`config.mk`:
```
export PLATFORM = sky130hd
export DESIGN_NAME = chunked_seq_adder
export DESIGN_NICKNAME = d
export VERILOG_FILES = /design/src/rtl/adder_pkg.sv /design/src/rtl/chunk_adder.sv /design/src/rtl/full_adder.sv /design/src/rtl/chunked_seq_adder.sv
export SDC_FILE = /design/constraint.sdc
export NUM_CORES = 1
export LEC_CHECK = 0
export BUFFER_PORTS_ARGS = -buffer_cell sky130_fd_sc_hd__buf_2
export CORE_MARGIN = 3
export CORE_UTILIZATION = 58
export DETAILED_ROUTE_END_ITERATION = 16
export PLACE_DENSITY = 0.9
export SETUP_SLACK_MARGIN = 0.15
export SLEW_MARGIN = 0
export SYNTH_ARGS = -nofsm -noshare
export SYNTH_HDL_FRONTEND = slang
export SYNTH_SLANG_ARGS = --single-unit
```
`constraint.sdc`:
```
create_clock -name Clk -period 9.7 [get_ports Clk]
set_input_delay 2.425 -clock Clk [delete_from_list [all_inputs] [get_ports Clk]]
set_output_delay 2.425 -clock Clk [all_outputs]
set_load 0.005 [all_outputs]
```
`src/rtl/adder_pkg.sv`:
```
// ============================================================================
// Module      : adder_pkg
// Description : Shared FSM state type and parameter legality check for the
//               chunked sequential adder.
// Revision    : 1.0 - initial release
// ============================================================================
`timescale 1ns/1ps
`default_nettype none

package adder_pkg;

  typedef enum logic [1:0] {
    IDLE = 2'd0,
    BUSY = 2'd1,
    DONE = 2'd2
  } state_t;

  function automatic bit params_ok(input int w, input int chunk);
    return (chunk >= 1) && (chunk <= w) && ((w % chunk) == 0);
  endfunction

endpackage

`default_nettype wire

```
`src/rtl/chunk_adder.sv`:
```
// ============================================================================
// Module      : chunk_adder
// Description : Combinational CHUNK-bit ripple adder built from full_adder
//               cells; z is carry-in, c is carry-out.
// Revision    : 1.0 - initial release
// ============================================================================
`timescale 1ns/1ps
`default_nettype none

module chunk_adder #(
  parameter int CHUNK = 4
) (
  input  logic [CHUNK-1:0] x,
  input  logic [CHUNK-1:0] y,
  input  logic             z,
  output logic [CHUNK-1:0] s,
  output logic             c
);

  logic [CHUNK:0] w_carry;

  assign w_carry[0] = z;

  for (genvar gi = 0; gi < CHUNK; gi++) begin : g_bit
    full_adder u_fa (
      .x (x[gi]),
      .y (y[gi]),
      .z (w_carry[gi]),
      .s (s[gi]),
      .c (w_carry[gi+1])
    );
  end

  assign c = w_carry[CHUNK];

endmodule

`default_nettype wire

```
`src/rtl/full_adder.sv`:
```
// ============================================================================
// Module      : full_adder
// Description : Single-bit full adder cell.
// Revision    : 1.0 - initial release
// ============================================================================
`timescale 1ns/1ps
`default_nettype none

module full_adder (
  input  logic x,
  input  logic y,
  input  logic z,
  output logic s,
  output logic c
);

  assign s = x ^ y ^ z;
  assign c = (x & y) | (z & (x ^ y));

endmodule

`default_nettype wire

```
`src/rtl/chunked_seq_adder.sv`:
```
// ============================================================================
// Module      : chunked_seq_adder
// Description : Multi-cycle W-bit adder/subtractor summing CHUNK bits per
//               cycle through a registered carry, with valid/ready handshakes.
// Revision    : 1.0 - initial release
// ============================================================================
`timescale 1ns/1ps
`default_nettype none

module chunked_seq_adder
  import adder_pkg::*;
#(
  parameter int W     = 16,
  parameter int CHUNK = 4
) (
  input  logic         Clk,
  input  logic         Reset_n,
  input  logic         in_valid,
  output logic         in_ready,
  input  logic [W-1:0] A,
  input  logic [W-1:0] B,
  input  logic         c_in,
  input  logic         sub,
  output logic         out_valid,
  input  logic         out_ready,
  output logic [W-1:0] S,
  output logic         c_out,
  output logic         ovf
);

  localparam int N      = W / CHUNK;
  localparam int IDX_W  = (N > 1) ? $clog2(N) : 1;
  localparam int BASE_W = $clog2(W) + 1;

  if (!params_ok(W, CHUNK)) begin : g_param_check
    $error("chunked_seq_adder: W must be a multiple of CHUNK and CHUNK >= 1");
  end

  state_t             r_state;
  state_t             w_next_state;
  logic [W-1:0]       r_op_a;
  logic [W-1:0]       r_op_b;
  logic               r_carry;
  logic [IDX_W-1:0]   r_idx;
  logic [W-1:0]       r_s;
  logic               r_c_out;
  logic               r_ovf;

  logic               w_accept;
  logic               w_last;
  logic [BASE_W-1:0]  w_base;
  logic [CHUNK-1:0]   w_sum;
  logic               w_chunk_c;

  assign w_base = BASE_W'(int'(r_idx) * CHUNK);
  assign w_last = (r_idx == IDX_W'(N - 1));

  chunk_adder #(.CHUNK(CHUNK)) u_chunk (
    .x (r_op_a[w_base +: CHUNK]),
    .y (r_op_b[w_base +: CHUNK]),
    .z (r_carry),
    .s (w_sum),
    .c (w_chunk_c)
  );

  always_comb begin
    w_next_state = r_state;
    in_ready     = 1'b0;
    out_valid    = 1'b0;
    w_accept     = 1'b0;
    case (r_state)
      IDLE: begin
        in_ready = 1'b1;
        if (in_valid) begin
          w_accept     = 1'b1;
          w_next_state = BUSY;
        end
      end
      BUSY: begin
        if (w_last) w_next_state = DONE;
      end
      DONE: begin
        out_valid = 1'b1;
        if (out_ready) w_next_state = IDLE;
      end
      default: w_next_state = IDLE;
    endcase
  end

  always_ff @(posedge Clk or negedge Reset_n) begin
    if (!Reset_n) r_state <= IDLE;
    else          r_state <= w_next_state;
  end

  always_ff @(posedge Clk or negedge Reset_n) begin
    if (!Reset_n) begin
      r_op_a  <= '0;
      r_op_b  <= '0;
      r_carry <= 1'b0;
      r_idx   <= '0;
      r_s     <= '0;
      r_c_out <= 1'b0;
      r_ovf   <= 1'b0;
    end else if (w_accept) begin
      // Subtraction is folded into addition here so BUSY never looks at sub.
      r_op_a  <= A;
      r_op_b  <= sub ? ~B : B;
      r_carry <= sub ? 1'b1 : c_in;
      r_idx   <= '0;
      r_s     <= '0;
    end else if (r_state == BUSY) begin
      r_s[w_base +: CHUNK] <= w_sum;
      r_carry              <= w_chunk_c;
      if (w_last) begin
        r_idx   <= '0;
        r_c_out <= w_chunk_c;
        r_ovf   <= (r_op_a[W-1] == r_op_b[W-1]) && (w_sum[CHUNK-1] != r_op_a[W-1]);
      end else begin
        r_idx <= r_idx + IDX_W'(1);
      end
    end
  end

  assign S     = r_s;
  assign c_out = r_c_out;
  assign ovf   = r_ovf;

endmodule

`default_nettype wire

```
==> results by group, run 1 <==
Synth
  • Compound-Gate Fraction of Synth Area: 10.9%
  • Area leader, netlist: dfrtp_1
  • Seq/Total Area, Yosys: 51.7%
  • Post-synthesis simple-gate area fraction: 16.3%
  • Mux contribution to synthesized area: 7.19%
  • Ys async rst share: 100%
  • Main synth FF type: dfrtp_1
  • Cell area after synthesis: 2660 sq um
  • Syn_nets: 301
  • Post-synth cell types: 30
  • Post-Synthesis Cells: 255
  • #FFs+latches synth: 55
  • Synth Area in Adders: 4.88%
  • Share of the synthesized area in the top cell type: 51.7%
  • Main combinational cell family by area after synthesis: simple AND/OR/NAND/NOR gates
  • Synth Area per Inst: 10.4 sq um
  • Post-synthesis xor/xnor area fraction: 5.26%
  • Largest cells by area after synthesis: dfrtp_1 (52%), nand2_1 (10%), mux4_2 (6.8%)
  • Number of synthesized flops with an enable pin: 0
  • Yosys warning count: 0

Global routing
  • Largest net degree at the start of global routing: 56
  • First-pass GRT wire length: 9330 um
  • Vias in the first global route: 1984
  • Grt ovf: 0
  • All-Layer GR Usage: 22.9%
  • Initial antenna violation count: 0

STA
  • Final setup viols: 0
  • Slew Viols, Final: 0
  • Max-slew headroom: 20.3%
  • Setup Total Neg Slack: 0 ns
  • RSZ-0062 raised after global routing: no
  • Post-route worst setup slack: 6.03 ns
  • Final Cycle Share: 37.9%
  • Fmax: 272 MHz
  • Final min period: 3.67 ns
  • Final hold vios: 0
  • Layout Skew: 0.00587 ns
  • Worst-Margin Slew: 1.19 ns

Cells and area
  • Share of layout cells above drive strength 1: 25.0%
  • Antenna cells: 0
  • Final #Nets: 353
  • Area growth syn-to-layout: 14.7%

Placement
  • Setup WS pre-CTS: 5.69 ns
  • HPWL after DPL: 3840 um
  • Final GP Congestion: 0.811
  • # port buffers: 57

Pwr
  • Max VDD drop: 0.197 mV
  • Pwr per Cell Area: 338 nW/um^2
  • Flop pwr share: 39.2%
  • Switching part of the total: 42.3%
  • Leak: 1.55 nW
  • Gate power share: 48.9%
  • Int Pwr: 0.596 mW
  • Clock group share of total power: 11.9%
  • Sw Pwr: 0.437 mW

Clock network
  • TritonCTS clock tree: built
  • Clock buffer count from CTS: 5
  • Hold_buf cts: 0
  • H-tree Lvls: 2
  • Latest clock arrival within the worst-skew pair: 0.31 ns
  • Clock root cell: clkbuf_8
  • Post_cts resized: 0
  • Bufs on Longest Clock Path: 2
  • Clk sink count: 55
  • Post-CTS Setup Bufs: 0
  • Worst-path clk slew: 0.09 ns

Floorplanning
  • Die Span Y: 73.8 um
  • Die area: 5440 sq um
  • Site Rows: 24
  • Die width: 73.8 um
  • CORE AREA: 4380 sq um
  • Initial Util: 60.8%
  • I/O pin count: 58

Detailed routing
  • DR DRC count: 0
  • Via Count: 1970
  • Drt wl/cell: 15.6 um
  • Count of antenna-violating nets left after detailed routing: 0
  • DR iter-0 viols: 202
  • Via/cell ratio: 5.47
  • 1st-pass router iterations: 4
  • WL final: 5600 um

Worst setup path
  • Largest fanout on the critical path: 21
  • Register-to-Register Path Depth: 12
  • Arr. time, crit path: 3.89 ns
  • WP data required: 9.91 ns
  • R2r setup slk: 6.12 ns
  • Startpoint Class: input port
  • CP endpoint kind: register
  • Crit Path Category: in -> reg

Run status
  • Status: finished clean

Min path
  • WHS Path Cells: 2
  • Worst hold path type: reg -> reg

Flow run
  • Max Cap Violations: 0
## kinds of logic (layout without fill, tap and decap cells)
logic type               Yosys count  count (layout)
AO/OA/AOI/OAI                     43              43
XOR/XNOR                          16              16
adder cells (fa/ha/maj)            8               8
buffers and inverters             25              78
flip-flops                        55              55
multiplexers                       9               9
AND/OR/NAND/NOR                   99              99
## worst max-delay path, stage by stage
cell and delay (ns):
buf_2 0.10, nor3b_2 0.94, nor2_1 0.16, a32o_1 0.25
## per-stage QoR
step	hold slack [ns]	instance area [sq um]	utilization, %	instances	power, mW
4_1_cts	0.487	3060	69.7	360	1.04
2_1_floorplan	0.440	2660	-	255	0.745
3_5_place_dp	0.463	2970	67.8	352	0.903
3_3_place_gp	0.452	2970	67.8	352	0.875
5_1_grt	0.505	3060	69.7	360	1.12
6_report	0.484	3060	69.7	360	1.03
## power by group through the flow
stage                     combinational, mW  clock [mW]  sequential [mW]
after floorplan                       0.375           0            0.370
after global placement                0.474           0            0.401
after detailed placement              0.496           0            0.407
after CTS                             0.508       0.125            0.404
after global routing                  0.567       0.134            0.418
final                                 0.505       0.123            0.405
## placed cells by master (no fill, tap or decap), types with 5 or more instances in the layout
| cell | n |
|---|---|
| o21ai_0 | 20 |
| clkbuf_8 | 5 |
| inv_1 | 11 |
| xnor2_1 | 16 |
| dfrtp_1 | 55 |
| nand2_1 | 72 |
| buf_2 | 57 |
| mux4_2 | 8 |
| o2bb2ai_1 | 6 |
| a22o_1 | 5 |
## cells in the mapped netlist, types with 4 or more instances
| library cell | number |
|---|---|
| nor2_1 | 4 |
| ha_1 | 4 |
| o2bb2ai_1 | 6 |
| buf_2 | 7 |
| nand2b_1 | 4 |
| nand2_1 | 72 |
| xnor2_1 | 16 |
| clkbuf_1 | 7 |
| inv_1 | 11 |
| nand3_1 | 4 |
| dfrtp_1 | 55 |
| fa_1 | 4 |
| a22o_1 | 5 |
| mux4_2 | 8 |
| o21ai_0 | 20 |
## state kept, by name, indices dropped and copies added (netlist names)
name     flops
S           16
r_op_a      16
r_op_b      16
r_idx        2
r_state      2
c_out        1
ovf          1
r_carry      1
## path summary, 6_finish.rpt
check / end / start
min: r_op_a[6] / r_op_a[6]
max in group asynchronous: r_op_a[0] / Reset_n
max: S[11] / in_valid
min reg2reg: r_op_a[6] / r_op_a[6]
max reg2reg: ovf / r_idx[0]
min in group asynchronous: S[6] / Reset_n
## final cells by class
class	count	area (sq um)
Clock buffer	5	68.8
Clock inverter	3	15.0
Fill cell	330	1330
Inverter	11	41.3
Multi-Input combinational cell	175	1190
Sequential cell	55	1380
Tap cell	52	65.1
Timing Repair Buffer	59	300
## routing by layer
layer	GRT usage, %	wire, um	vias to the layer above	share of wire (%)
met5	0	0	-	0
li1	-	-	963	-
met1	29.8	2420	929	43
met2	37.6	2740	66	49
met3	4.65	318	12	5.7
met4	8.65	122	0	2.2
Power figures use the tool's default switching activity.
==> inputs of run 2 (changes only) <==
--- a/config.mk
+++ b/config.mk
@@ -7,9 +7,9 @@
 export LEC_CHECK = 0
 export BUFFER_PORTS_ARGS = -buffer_cell sky130_fd_sc_hd__buf_2
 export CORE_MARGIN = 3
-export CORE_UTILIZATION = 58
+export CORE_UTILIZATION = 49
 export DETAILED_ROUTE_END_ITERATION = 16
-export PLACE_DENSITY = 0.9
+export PLACE_DENSITY = 0.82
 export SETUP_SLACK_MARGIN = 0.15
 export SLEW_MARGIN = 0
 export SYNTH_ARGS = -nofsm -noshare
==> constraint.sdc (replaced) <==
create_clock -name Clk -period 3.3 [get_ports Clk]
set_input_delay 0.825 -clock Clk [delete_from_list [all_inputs] [get_ports Clk]]
set_output_delay 0.825 -clock Clk [all_outputs]
set_load 0.005 [all_outputs]
==> results by group, run 2 (synthesized netlist as in run 1, its figures left out) <==
Run status
  • Status: finished clean

Clock network
  • H-tree Lvls: 2
  • Clock root cell: clkbuf_8
  • Clk sink count: 55
  • Post-CTS Setup Bufs: 0
  • Clock buffer count from CTS: 5
  • Latest clock arrival within the worst-skew pair: 0.30 ns
  • TritonCTS clock tree: built
  • Worst-path clk slew: 0.09 ns
  • Bufs on Longest Clock Path: 2
  • Post_cts resized: 0
  • Hold_buf cts: 0

STA
  • Slew Viols, Final: 0
  • Max-slew headroom: 43.3%
  • Layout Skew: 0.00752 ns
  • Post-route worst setup slack: 0.363 ns
  • Worst-Margin Slew: 0.847 ns
  • RSZ-0062 raised after global routing: no
  • Hold Slack: 0.478 ns
  • Final hold vios: 0
  • Final min period: 2.94 ns
  • Fmax: 340 MHz
  • Setup Total Neg Slack: 0 ns
  • Final Cycle Share: 89.0%
  • Final setup viols: 0

Cells and area
  • Footprint of the multi-input gates: 1190 sq um
  • Most common cell after layout, fill and taps aside: nand2_1
  • Final Util: 60.5%
  • Storage cell area: 1380 sq um
  • Final Instance Count excl. Fillers: 381
  • Final Cell Area: 3130 sq um
  • Area growth syn-to-layout: 17.6%
  • Share of layout cells above drive strength 1: 26.0%
  • Antenna cells: 0
  • Fillcell total: 450
  • Most frequent cells in the layout: nand2_1 (72), buf_2 (57), dfrtp_1 (54)
  • Final #Nets: 357

Worst setup path
  • Arr. time, crit path: 3.17 ns
  • Largest fanout on the critical path: 6
  • WP data required: 3.53 ns
  • CP endpoint kind: register
  • Startpoint Class: register
  • Crit Path Category: reg -> reg

Pwr
  • Flop pwr share: 37.1%
  • Switching part of the total: 40.7%
  • Max VDD drop: 0.593 mV
  • Leak: 1.57 nW
  • Clock group share of total power: 13.5%
  • Int Pwr: 1.87 mW
  • Gate power share: 49.5%
  • Sw Pwr: 1.28 mW
  • Pwr per Cell Area: 1010 nW/um^2
  • Power Total: 3.15 mW

Placement
  • Placed inst area: 3030 sq um
  • Post-Place Cells: 374
  • Final GP Congestion: 0.859
  • HPWL after DPL: 4350 um
  • Setup WS pre-CTS: 0.266 ns
  • # port buffers: 57

Detailed routing
  • DR DRC count: 0
  • 1st-pass router iterations: 4
  • DR iter-0 viols: 145
  • Via/cell ratio: 5.22
  • Drt wl/cell: 15.0 um
  • Count of antenna-violating nets left after detailed routing: 0
  • Via Count: 1989
  • WL final: 5710 um

Floorplanning
  • Die Span Y: 79.7 um
  • CORE AREA: 5170 sq um
  • Die area: 6360 sq um
  • I/O pin count: 58
  • Die width: 79.7 um
  • Site Rows: 26
  • Initial Util: 51.5%

Flow run
  • Max Cap Violations: 0

Global routing
  • Largest net degree at the start of global routing: 35
  • Grt ovf: 0
  • Vias in the first global route: 2036
  • All-Layer GR Usage: 19.4%
  • Initial antenna violation count: 0
  • First-pass GRT wire length: 9480 um

Min path
  • Worst hold path type: in -> async
==> run 2: final timing paths <==
path / start / endpoint / slack (ns) / cells past startpoint
worst max-delay path: r_idx[0] / ovf / 0.36 / 12
worst min-delay path: Reset_n / S[12] / 0.48 / 1
worst max register to register: r_idx[0] / ovf / 0.36 / 12
worst min register to register: r_op_a[4] / r_op_a[4] / 0.49 / 2
max in group asynchronous: Reset_n / r_idx[0] / 1.97 / 2
min in group Clk: r_op_a[4] / r_op_a[4] / 0.49 / 2
==> run 2: metal layers <==
metal | share of wire (%) | global-route usage, %
met5 | 0 | 0
met4 | 0.53 | 3.72
met3 | 6.6 | 4.29
met2 | 50 | 33.1
met1 | 43 | 25.6
==> run 2: critical path, stage by stage, from the launching register on <==
cell,delay (ns)
dfrtp_2,0.41
mux4_2,0.50
inv_1,0.08
fa_1,0.17
inv_1,0.05
fa_1,0.36
inv_1,0.08
fa_1,0.17
inv_1,0.05
fa_2,0.60
nor3b_1,0.20
a21oi_1,0.06
o21ai_0,0.14
==> run 2: area by class of cell <==
class / count / area share, %
clock buffers: 6 / 2.32
well taps: 70 / 2.80
repair buffers: 63 / 10.5
clock inverters: 1 / 0.959
multi-input cells: 175 / 38.1
flip-flops and latches: 55 / 44.0
inverters: 11 / 1.32
==> run 2: power by group through the flow <==
stage,logic (mW),clock network [mW],registers (mW)
CTS,1.55,0.431,1.17
global route,1.74,0.463,1.19
detailed placement,1.54,0,1.18
finish,1.56,0.424,1.17
global placement,1.48,0,1.16
floorplan,1.10,0,1.09
==> inputs of run 3 (changes only) <==
--- a/config.mk
+++ b/config.mk
@@ -6,10 +6,12 @@
 export NUM_CORES = 1
 export LEC_CHECK = 0
 export BUFFER_PORTS_ARGS = -buffer_cell sky130_fd_sc_hd__buf_2
+export CELL_PAD_IN_SITES_DETAIL_PLACEMENT = 0
+export CELL_PAD_IN_SITES_GLOBAL_PLACEMENT = 1
 export CORE_MARGIN = 3
-export CORE_UTILIZATION = 49
+export CORE_UTILIZATION = 37
 export DETAILED_ROUTE_END_ITERATION = 16
-export PLACE_DENSITY = 0.82
+export PLACE_DENSITY = 0.8
 export SETUP_SLACK_MARGIN = 0.15
 export SLEW_MARGIN = 0
 export SYNTH_ARGS = -nofsm -noshare
==> results by group, run 3 (synthesized netlist as in run 1, its figures left out) <==
Detailed routing
  • WL final: 5760 um
  • Metal-1 WL: 2630 um
  • DR iter-0 viols: 101
  • DR top layer: met4
  • Via/cell ratio: 4.80
  • Drt wl/cell: 14.1 um
  • Wire length on met2: 2790 um
  • Met3 WL: 259 um
  • 1st-pass router iterations: 4
  • Count of antenna-violating nets left after detailed routing: 0
  • Via Count: 1965
  • DR DRC count: 0

Global routing
  • Largest net degree at the start of global routing: 34
  • Initial antenna violation count: 0
  • Grt ovf: 0
  • Vias in the first global route: 1960
  • All-Layer GR Usage: 14.6%
  • First-pass GRT wire length: 9530 um

Floorplanning
  • CORE AREA: 6870 sq um
  • Initial Util: 38.8%
  • Die area: 8250 sq um
  • Die width: 90.9 um
  • Site Rows: 30
  • Die Span Y: 90.9 um
  • I/O pin count: 58

Cells and area
  • Share of layout cells above drive strength 1: 26.2%
  • Most common cell after layout, fill and taps aside: nand2_1
  • Final #Nets: 358
  • Antenna cells: 0
  • Most frequent cells in the layout: nand2_1 (72), buf_2 (57), dfrtp_1 (54)
  • Final Instance Count excl. Fillers: 409
  • Final Cell Area: 3150 sq um
  • Area growth syn-to-layout: 18.3%

STA
  • Final min period: 2.99 ns
  • Final hold vios: 0
  • Layout Skew: 0.00611 ns
  • Final Cycle Share: 90.7%
  • Slew Viols, Final: 0
  • Final setup viols: 0
  • Setup Total Neg Slack: 0 ns
  • Worst-Margin Slew: 0.801 ns
  • Fmax: 334 MHz
  • Max-slew headroom: 46.4%
  • RSZ-0062 raised after global routing: no
  • Post-route worst setup slack: 0.307 ns

Flow run
  • Max Cap Violations: 0

Placement
  • HPWL after DPL: 4390 um
  • # port buffers: 57
  • Placed inst area: 3060 sq um
  • Final GP Congestion: 0.822
  • Setup WS pre-CTS: 0.128 ns
  • Post-Place Cells: 400

Run status
  • Status: finished clean

Pwr
  • Power Total: 3.07 mW
  • Max VDD drop: 0.386 mV
  • Leak: 1.57 nW
  • Pwr per Cell Area: 976 nW/um^2

Worst setup path
  • CP endpoint kind: register
  • Register-to-Register Path Depth: 12
  • Largest fanout on the critical path: 9
  • Startpoint Class: register
  • Crit Path Category: reg -> reg
  • Arr. time, crit path: 3.22 ns
  • WP data required: 3.53 ns

Clock network
  • Latest clock arrival within the worst-skew pair: 0.30 ns
  • Hold_buf cts: 0
  • Clock root cell: clkbuf_8
  • Clock buffer count from CTS: 5
  • TritonCTS clock tree: built
  • Clk sink count: 55
  • H-tree Lvls: 2
  • Worst-path clk slew: 0.09 ns
  • Bufs on Longest Clock Path: 2

Min path
  • Worst hold path type: in -> async
## run 3: changes by cell type in the layout (fill, tap and decap cells not counted), sizes merged
cell,change
clkinv,+1
clkbuf,+1
bufinv,-1
buf,+1
## run 3: worst max-delay path, stage by stage (launching register included)
cell and delay, ns:
dfrtp_2 0.48, mux4_2 0.52, inv_1 0.09, fa_1 0.16, inv_1 0.05, fa_1 0.35, inv_1 0.07, fa_1 0.15
inv_1 0.05, fa_2 0.61, nor3b_1 0.20, a21oi_1 0.05, o21ai_0 0.14
## run 3: worst paths after layout
check                                  end        from  slack [ns]
worst min register to register  r_op_a[11]  r_op_a[11]        0.48
worst min-delay path                 S[13]     Reset_n        0.48
min in group Clk                r_op_a[11]  r_op_a[11]        0.48
worst max-delay path                   ovf    r_idx[0]        0.31
worst max register to register         ovf    r_idx[0]        0.31
max in group asynchronous         r_idx[0]     Reset_n        1.98
## run 3: metrics by stage
stage / utilization [%] / hold WS, ns
3_3_place_gp: 44.5 / 0.457
2_1_floorplan: - / 0.440
4_1_cts: 45.7 / 0.485
6_report: 45.9 / 0.478
5_1_grt: 45.9 / 0.505
3_5_place_dp: 44.5 / 0.465
## run 3: timing repair
| item | in CTS | in global routing |
|---|---|---|
| setup endpoints to repair | 1 | 1 |
| buffers inserted | 0 | 1 |
| hold endpoints to repair | 0 | 0 |
| resized for setup | 1 | 1 |
## run 3: cell type report
class,count,area (sq um)
fillers,706,3720
flip-flops and latches,55,1380
multi-input cells,175,1190
repair buffers,64,338
well taps,96,120
clock buffers,7,76.3
inverters,11,41.3
clock inverters,1,5.00
## run 3: report_power, final
group,switching [mW],internal (mW),total (mW)
logic,0.861,0.697,1.56
clock network,0.205,0.149,0.354
registers,0.207,0.954,1.16
## run 3: routing by layer
layer	up-vias	global-route usage, %
met3	9	3.42
li1	976	-
met1	925	18.7
met5	-	0
met2	55	24.5
met4	0	4.40
